==> config.mk <==
export PLATFORM = sky130hd
export DESIGN_NAME = crc_dma_ctrl
export DESIGN_NICKNAME = d
export VERILOG_FILES = /design/src/rtl/crc_dma_ctrl.sv
export SDC_FILE = /design/constraint.sdc
export NUM_CORES = 1
export LEC_CHECK = 0
export ABC_AREA = 1
export CORE_ASPECT_RATIO = 1.1
export CORE_MARGIN = 8
export CORE_UTILIZATION = 61
export CTS_CLUSTER_SIZE = 14
export DETAILED_ROUTE_END_ITERATION = 10
export HOLD_SLACK_MARGIN = 0.06
export PLACE_DENSITY = 0.9
export SLEW_MARGIN = 15
export SYNTH_ARGS = -nofsm -noshare
export SYNTH_HDL_FRONTEND = slang
export SYNTH_SLANG_ARGS = --single-unit
==> constraint.sdc <==
create_clock -name clk -period 6.74 [get_ports clk]
set_clock_uncertainty 0.15 [all_clocks]
set_input_delay 0.674 -clock clk [delete_from_list [all_inputs] [get_ports clk]]
set_output_delay 0.674 -clock clk [all_outputs]
set_load 0.02 [all_outputs]
==> src/rtl/crc_dma_ctrl.sv <==
// crc_dma_ctrl: one CRC job - burst-read source through the CRC core, copy to destination, append the CRC word.
// Optional CRC_TIMEOUT_EN adds a handshake watchdog raising intr_type[5].
module crc_dma_ctrl #(
  parameter int ADDR_WIDTH = 32,
  parameter int DATA_WIDTH = 32,
  parameter int BURST_MAX  = 16,
  parameter int TO_CYCLES  = 1024
) (
  input  logic                  clk,
  input  logic                  rst_n,
  input  logic                  data_received,
  input  logic                  intr_checked,
  input  logic [ADDR_WIDTH-1:0] addr_src,
  input  logic [ADDR_WIDTH-1:0] addr_dst,
  input  logic [15:0]           data_len,
  input  logic [2:0]            crc_mode,
  output logic [1:0]            veri_result,
  output logic [5:0]            intr_type,
  output logic                  intr,
  output logic                  rd_req,
  input  logic                  rd_ack,
  output logic [ADDR_WIDTH-1:0] rd_addr,
  output logic [3:0]            rd_len,
  input  logic [DATA_WIDTH-1:0] rd_data,
  input  logic                  rd_valid,
  input  logic                  rd_last,
  input  logic                  rd_err,
  output logic                  wr_req,
  input  logic                  wr_ack,
  output logic [ADDR_WIDTH-1:0] wr_addr,
  output logic [3:0]            wr_len,
  output logic [DATA_WIDTH-1:0] wr_data,
  output logic [3:0]            wr_strb,
  output logic                  wr_valid,
  output logic                  wr_last,
  input  logic                  wr_ready,
  input  logic                  wr_done,
  input  logic                  wr_err,
  output logic                  crc_init,
  output logic                  crc_en,
  output logic [DATA_WIDTH-1:0] crc_din,
  output logic [3:0]            crc_bvalid,
  output logic [2:0]            crc_mode_o,
  input  logic [15:0]           crc_out
);
  localparam int IW = (BURST_MAX > 1) ? $clog2(BURST_MAX) : 1;
  if (DATA_WIDTH != 32 || BURST_MAX > 16 || BURST_MAX < 1 || TO_CYCLES < 2) begin : g_bad_cfg
    $error("crc_dma_ctrl: unsupported parameter set");
  end
  typedef enum logic [3:0] {
    IDLE, CHECK, RD_REQ, RD_DATA, WR_REQ, WR_DATA, WR_RESP,
    CRC_WAIT, CRC_REQ, CRC_DATA, CRC_RESP, DONE, ERR
  } state_t;
  state_t state, state_n;
  logic dr_q, ic_q, rd_bad, cw;
  logic [ADDR_WIDTH-1:0] src, dst;
  logic [15:0] len_q, crc_q;
  logic [2:0] mode_q;
  logic [14:0] words_left;
  logic [4:0] idx, beats;
  logic [5:0] err_c;
  logic [16:0] len_p3;
  logic [3:0] tail;
  logic [31:0] mem [BURST_MAX];
  logic start, ack_intr, last_burst, last_beat, final_word;
  assign start      = data_received & ~dr_q;
  assign ack_intr   = intr_checked & ~ic_q;
  assign len_p3     = {1'b0, len_q} + 17'd3;
  assign beats      = (words_left > 15'(BURST_MAX)) ? 5'(BURST_MAX) : words_left[4:0];
  assign last_burst = words_left == {10'b0, beats};
  assign last_beat  = idx == beats - 5'd1;
  assign final_word = last_burst & last_beat;
  assign tail       = (len_q[1:0] == 2'd0) ? 4'hF : (len_q[1:0] == 2'd1) ? 4'h8 :
                      (len_q[1:0] == 2'd2) ? 4'hC : 4'hE;
`ifdef CRC_TIMEOUT_EN
  logic [15:0] wd;
  logic watch, progress, timeout;
  assign watch    = state inside {RD_REQ, RD_DATA, WR_REQ, WR_DATA, WR_RESP, CRC_WAIT, CRC_REQ, CRC_DATA, CRC_RESP};
  assign progress = (rd_req & rd_ack) | crc_en | (wr_req & wr_ack) | (wr_valid & wr_ready) | wr_done;
  assign timeout  = watch & ~progress & (wd >= 16'(TO_CYCLES - 1));
  always_ff @(posedge clk or negedge rst_n)
    if (!rst_n) wd <= '0;
    else wd <= (state_n != state || progress || !watch) ? 16'd0 : wd + 16'd1;
`endif
  always_comb begin
    state_n = state;
    err_c   = 6'h00;
    case (state)
      IDLE:     if (start) state_n = CHECK;
      CHECK: begin
        state_n = (len_q == 16'd0 || mode_q[2] || src[1:0] != 2'b00 || dst[1:0] != 2'b00) ? ERR : RD_REQ;
        err_c   = (len_q == 16'd0) ? 6'h08 : (state_n == ERR) ? 6'h10 : 6'h00;
      end
      RD_REQ:   if (rd_ack) state_n = RD_DATA;
      RD_DATA:
        if (rd_valid && (last_beat || rd_last)) begin
          state_n = (rd_bad || rd_err || (rd_last != last_beat)) ? ERR : WR_REQ;
          err_c   = (state_n == ERR) ? 6'h02 : 6'h00;
        end
      WR_REQ:   if (wr_ack) state_n = WR_DATA;
      WR_DATA:  if (wr_ready && last_beat) state_n = WR_RESP;
      WR_RESP:
        if (wr_done) begin
          state_n = wr_err ? ERR : last_burst ? CRC_WAIT : RD_REQ;
          err_c   = wr_err ? 6'h04 : 6'h00;
        end
      CRC_WAIT: if (cw) state_n = CRC_REQ;
      CRC_REQ:  if (wr_ack) state_n = CRC_DATA;
      CRC_DATA: if (wr_ready) state_n = CRC_RESP;
      CRC_RESP:
        if (wr_done) begin
          state_n = wr_err ? ERR : DONE;
          err_c   = wr_err ? 6'h04 : 6'h00;
        end
      DONE, ERR: if (ack_intr) state_n = IDLE;
      default:  state_n = IDLE;
    endcase
`ifdef CRC_TIMEOUT_EN
    if (timeout) begin
      state_n = ERR;
      err_c   = 6'h20;
    end
`endif
  end
  always_ff @(posedge clk or negedge rst_n)
    if (!rst_n) begin
      state       <= IDLE;
      dr_q        <= 1'b0;
      ic_q        <= 1'b0;
      src         <= '0;
      dst         <= '0;
      len_q       <= '0;
      mode_q      <= '0;
      words_left  <= '0;
      idx         <= '0;
      rd_bad      <= 1'b0;
      cw          <= 1'b0;
      crc_q       <= '0;
      crc_init    <= 1'b0;
      veri_result <= '0;
      intr_type   <= '0;
    end else begin
      state    <= state_n;
      dr_q     <= data_received;
      ic_q     <= intr_checked;
      crc_init <= 1'b0;
      if (state == IDLE && start) begin
        src         <= addr_src;
        dst         <= addr_dst;
        len_q       <= data_len;
        mode_q      <= crc_mode;
        crc_init    <= 1'b1;
        veri_result <= 2'b00;
      end
      if (state == CHECK) words_left <= len_p3[16:2];
      if ((rd_req && rd_ack) || (wr_req && wr_ack)) begin
        idx    <= '0;
        rd_bad <= 1'b0;
      end
      if (crc_en) begin
        idx    <= idx + 5'd1;
        rd_bad <= rd_bad | rd_err;
      end
      if (state == WR_DATA && wr_ready) idx <= idx + 5'd1;
      if (state == WR_RESP && wr_done && !wr_err) begin
        src        <= src + ADDR_WIDTH'({beats, 2'b00});
        dst        <= dst + ADDR_WIDTH'({beats, 2'b00});
        words_left <= words_left - {10'b0, beats};
      end
      if (state == CRC_WAIT) cw <= ~cw;
      if (state == CRC_WAIT && cw) crc_q <= crc_out;
      if (state_n == ERR && state != ERR) begin
        intr_type   <= err_c;
        veri_result <= 2'b10;
      end
      if (state_n == DONE && state != DONE) begin
        intr_type   <= 6'h01;
        veri_result <= 2'b01;
      end
      if ((state == DONE || state == ERR) && ack_intr) intr_type <= '0;
    end
  always_ff @(posedge clk)
    if (crc_en) mem[idx[IW-1:0]] <= rd_data;
  assign intr       = |intr_type;
  assign crc_mode_o = mode_q;
  assign rd_req     = state == RD_REQ;
  assign rd_addr    = rd_req ? src : '0;
  assign rd_len     = rd_req ? 4'(beats - 5'd1) : 4'h0;
  assign crc_en     = (state == RD_DATA) & rd_valid;
  assign crc_din    = crc_en ? rd_data : '0;
  assign crc_bvalid = crc_en ? (final_word ? tail : 4'hF) : 4'h0;
  assign wr_req     = (state == WR_REQ) | (state == CRC_REQ);
  assign wr_addr    = wr_req ? dst : '0;
  assign wr_len     = (state == WR_REQ) ? 4'(beats - 5'd1) : 4'h0;
  assign wr_valid   = (state == WR_DATA) | (state == CRC_DATA);
  assign wr_data    = (state == WR_DATA) ? mem[idx[IW-1:0]] : (state == CRC_DATA) ? {16'h0000, crc_q} : '0;
  assign wr_strb    = (state == WR_DATA) ? (final_word ? tail : 4'hF) : (state == CRC_DATA) ? 4'hF : 4'h0;
  assign wr_last    = ((state == WR_DATA) & last_beat) | (state == CRC_DATA);
endmodule

# After elaboration in Yosys (flattened, before gate mapping)
# Memories as Yosys holds them, arrays and structs flattened.
# Cells that the tools add are included.
[word_totals] regBits=136 mem_bits_rw=512 inputBits=143 out_inout_bits=162 memories=1
[classes] n_addsub=6 order_cmp=1 n_eq_ne=23 muxes=59 n_bitwise=12 reduce_logical=35
[memory_table] name="mem" words=16 width=32 rd=1 rd_ports_with_merged_regs=0 write_ports=1 line_no="64" rtl="logic [31:0] mem [BURST_MAX];"
[ops] op="$mux W32" n=8
[ops] op="$mux W4" n=19
[ops] op="$add A32 B7 Y32" n=2
[ops] op="$pmux W4 S12" n=1
[ops] op="$eq A4 B4 Y1 const B" n=9
[ops] op="$mux W15" n=2
[ops] op="$mux W5" n=6
[ops] op="$mux W3" n=7
[ops] op="$mux W6" n=3
[ops] op="$add A16 B2 Y17 const B" n=1
[ops] op="$eq A4 B3 Y1 const B" n=4
[ops] op="$logic_not A16 Y1" n=1
[ops] op="$mux W16" n=1
[ops] op="$eq A15 B5 Y1" n=1
[ops] op="$gt A15 B5 Y1 const B" n=1
[ops] op="$pmux W5 S3" n=1
[ops] op="$sub A15 B5 Y15" n=1
[ops] op="$logic_and A1 B1 Y1" n=12
[ops] op="$mux W2" n=6
[ops] op="$reduce_bool A2 Y1" n=5
[ops] op="$reduce_bool A3 Y1" n=3
[ops] op="$eq A4 B2 Y1 const B" n=2
[ops] op="$logic_or A1 B1 Y1" n=8
[ops] op="$ne A4 B4 Y1 const B" n=2
[ops] op="16 further kinds" n=30

# Depth between registers and ports, before layout
[depth] word_depth=14 mapped_depth=26

# Worst setup path after synthesis
# Ideal clock, no wire load.
[synth_timing] path_type="register to register" start="reg idx[0]" end="mem mem[0][0] (enable)" setup_time_ps=421 arrival_ps=2996 path_slack_ps=3173 stages_incl_launch_ff=9 path_buffers=4 period_less_slack_ps=3567 path_cell_list="dfrtp_1 > clkbuf_1 > clkinv_1 > clkbuf_1 > clkbuf_1 > buf_2 > ha_1 > nand2_1 > nor2_1"
[synth_lines] item="from (decl)" line_no="60" rtl="logic [4:0] idx, beats;"
[synth_lines] item="from (signal assigned)" line_no="161" rtl="idx <= idx + 5'd1;"
[synth_lines] item="from (signal assigned)" line_no="164" rtl="if (state == WR_DATA && wr_ready) idx <= idx + 5'd1;"
[synth_lines] item="to (decl)" line_no="64"
# Straight into the memory's write port.

# Worst setup path in the final report
[layout_timing] start="reg idx[0]" end="out wr_data[28]"
[layout_between] elab_chain_cells=2
[layout_rtl] item="$mem_v2 Z16 W32"
[layout_rtl] item="$mux W32" line_no="196" rtl="assign wr_data = (state == WR_DATA) ? mem[idx[IW-1:0]] : (state == CRC_DATA) ? {16'h0000, crc_q} : '0;"
[layout_rtl] item="to (decl)" line_no="32" rtl="output logic [DATA_WIDTH-1:0] wr_data,"
# Every way passes these cells.

==> metrics.md <==
| Metric | Value |
|---|---|
| Pwr Density | `between 300 and 400 nW/um2` |
| Gpl congestion | `0.945` |
| Worst setup SP type | `register` |
| Setup Crit Path Kind | `register to primary output` |
| Worst EP arrival | `4.61 ns` |
| Worst skew pair latency | `roughly 0.6 ns` |
| Compound-Gate Fraction of Synth Area | `approximately an eighth` |
| Num CTS Buffers | `66` |
| Count of cell types in the netlist | `55` |
| Top cell type's share of synthesized area | `between 50% and 60%` |
| NumNets Final | `3184` |
| Top cells by area, synth | `edfxtp_1 (54%), dfrtp_1 (12%), nand2_1 (6.2%), nor2_1 (6.1%), o21ai_0 (5.6%)` |
| Critical Path RT | `5.92 ns` |
| Initial core utilization | `61.7%` |
| Tcrit/Tclk final | `about four fifths` |
| Footprint of the multi-input gates | `between 8000 and 9000 um2` |
| Max frequency | `about 180 MHz` |
| Maximum fanout along the worst path | `134` |
| Buf/Inv on CP | `3` |
| Initial DRC count | `3654` |
| Clock sinks | `647` |
| CTS max path bufs | `3` |
| Routed vias | `approximately 23000` |
| CP max stage cell | `inv_6` |
| Most frequent cell after synthesis | `edfxtp_1` |
| Min Clock Period, post-route | `between 5 and 6 ns` |
| Register area | `18800 um2` |
| CTS tree | `yes` |
| Slew of the pin with the lowest slew margin | `1.07 ns` |
| Total iterations of the first detailed-routing run | `6` |
| I/O pin count | `~300` |
| Dpl hpwl | `~54000 um` |
| Hold slack | `0.322 ns` |
| First-pass GRT wire length | `between 100000 and 150000 um` |
| Rows | `83` |
| Lkg Pwr | `12.6 nW` |
| EDFF count, synth | `512` |
| Setup TNS | `0 ns` |
| Die X | `223 um` |
| Post-synthesis simple-gate area fraction | `between 15 and 20%` |
| Sequential fraction of the synthesis area | `between 60% and 70%` |
| Post-Synth XOR/XNOR Area | `1.01%` |
| Fill cell count | `2849` |
| Share of cells above drive strength 1 | `6.32%` |
| Top cells by count, synth | `edfxtp_1 (512), nand2_1 (473), nor2_1 (468)` |
| CP Cell Sequence | `inv_6 -> buf_4 -> o21ai_0 -> o22ai_1 -> nand2_1 -> a41oi_1 -> clkdlybuf4s50_1` |
| Ys flop type | `edfxtp_1` |
| Leading area contributor after synthesis | `edfxtp_1` |
| Vias in the first global route | `roughly 23000` |
| GR Util All Layers | `31.6%` |
| Max-Cap Viols | `0` |
| Placeable Area | `46500 um2` |
| FF+latch count, synth | `647` |
| Mapped cell area | `about 29000 um2` |
| Final hold vios | `0` |
| RSZ-0062 raised after global routing | `false` |
| Post-DP Area | `32300 um2` |
| Largest net degree at the start of global routing | `135` |
| Outcome | `finished clean` |
| Setup-failing EPs final | `0` |
| Design Area, Final | `34500 um2` |
| Largest family of logic cells by synthesized area | `simple AND/OR/NAND/NOR gates` |
| Critical path's top delay family | `buffers and inverters` |
| Worst Hold Class | `register to register` |
| Post-CTS sizing | `0` |
| CP max stage delay | `0.79 ns` |
| Slew HR | `~29%` |
| Chip Height | `243 um` |
| Syn Inst Count | `2756` |
| Post-route ant nets | `0` |
| Clock slew at reported path FFs | `about 0.060 ns` |
| DRT Wirelength | `88100 um` |
| Clk Tree Root Cell | `clkbuf_16` |
| Htree depth | `3` |
| Worst setup EP type | `primary output` |
| DRC | `0` |
| Post-Synth Adder-Cell Area | `0.925%` |
| Area added between synthesis and finish | `20.2%` |
| Die area | `roughly 54000 um2` |
| Via density per instance | `6.40` |
| Mux cell area share after synthesis | `0%` |
| Initial antenna violation count | `1` |
| Max VDD drop | `0.255 mV` |
| Total grt overflow | `0` |
| Max-slew violation count | `0` |
| Port buffer count | `303` |
| Post-synthesis async set-or-reset flop share | `20.9%` |
| Synth warnings | `0` |
| Syn_nets | `2919` |
| Final core utilization | `74.2%` |
| WL per Instance | `24.0 um` |
| Syn_area_per_cell | `10.4 um2` |
==> state kept, by name, indices dropped and copies added (netlist names) <==
register,flops
ic_q,1
crc_q,16
crc_mode_o,3
state,4
src,32
cw,1
dst,32
len_q,16
mem,512
dr_q,1
words_left,15
veri_result,2
crc_init,1
rd_bad,1
idx,5
intr_type,5
==> logic make-up (layout without fill, tap and decap cells) <==
| family | count (synthesis) | in the layout |
|---|---|---|
| DFF | 647 | 647 |
| adders and majority gates | 20 | 20 |
| AOI/OAI and AO/OA | 614 | 614 |
| buffers and inverters | 341 | 656 |
| xor gates and xnor gates | 33 | 33 |
| other | 2 | 3 |
| and+or+nand+nor | 1099 | 1099 |
==> worst reg2reg max path, delay by kind of cell (launching register included) <==
family | cells | cell delay (ns)
AND/OR/NAND/NOR | 15 | 2.60
adder cells (fa/ha/maj) | 2 | 0.57
flip-flops | 1 | 0.42
buffers and inverters | 3 | 0.34
AO/OA/AOI/OAI | 3 | 0.34
==> cells in the final DEF (no fill, tap or decap), types with 54 or more instances in the layout <==
cell             count
clkbuf_16           67
clkdlybuf4s50_1    302
dfrtp_1            133
edfxtp_1           512
inv_1              186
nand2_1            472
nand3_1             54
nor2_1             448
o21ai_0            319
o22ai_1            137
==> path summary, 6_finish.rpt <==
check	to	slack [ns]	cells past startpoint	from
setup / recovery	wr_data[28]	1.31	7	idx[0]
hold / removal	crc_q[1]	0.32	2	crc_q[1]
setup reg to reg	dst[18]	2.25	23	words_left[6]
hold reg to reg	crc_q[1]	0.32	2	crc_q[1]
max in group asynchronous	idx[0]	4.39	3	rst_n
min in group asynchronous	dst[4]	0.47	2	rst_n
==> repair_timing <==
action | CTS | global route
setup buffers | 0 | 0
hold buffers | 1 | 0
endpoints found under the hold margin | 58 | 0
==> area by class of cell <==
cell class | count | area share [%]
Inverter | 198 | 2.17
Timing Repair Buffer | 340 | 9.66
Clock buffer | 77 | 4.97
Sequential cell | 647 | 54.4
Tap cell | 595 | 2.16
Multi-Input combinational cell | 1768 | 25.4
Antenna cell | 1 | 0.00725
Clock inverter | 41 | 1.24
==> through the flow <==
step	std cells	setup WS [ns]	total power [W]
3_5_place_dp	3546	2.20	0.00916
6_report	3667	1.31	0.0129
3_3_place_gp	3546	2.29	0.00899
5_1_grt	3667	1.13	0.0135
2_1_floorplan	2756	3.17	0.00767
4_1_cts	3665	1.51	0.0128
==> where the power goes <==
group	total [W]	internal (W)	switching, W
combinational	0.00416	0.00142	0.00274
sequential	0.00511	0.00468	0.000425
clock	0.00367	0.00214	0.00153
==> layer usage <==
layer / wire [um] / track usage (%)
met2: 42400 / 53.0
met4: 5030 / 17.5
met1: 30100 / 37.7
met5: 0 / 0
met3: 10600 / 7.04
(Power assumes the default switching activity.)
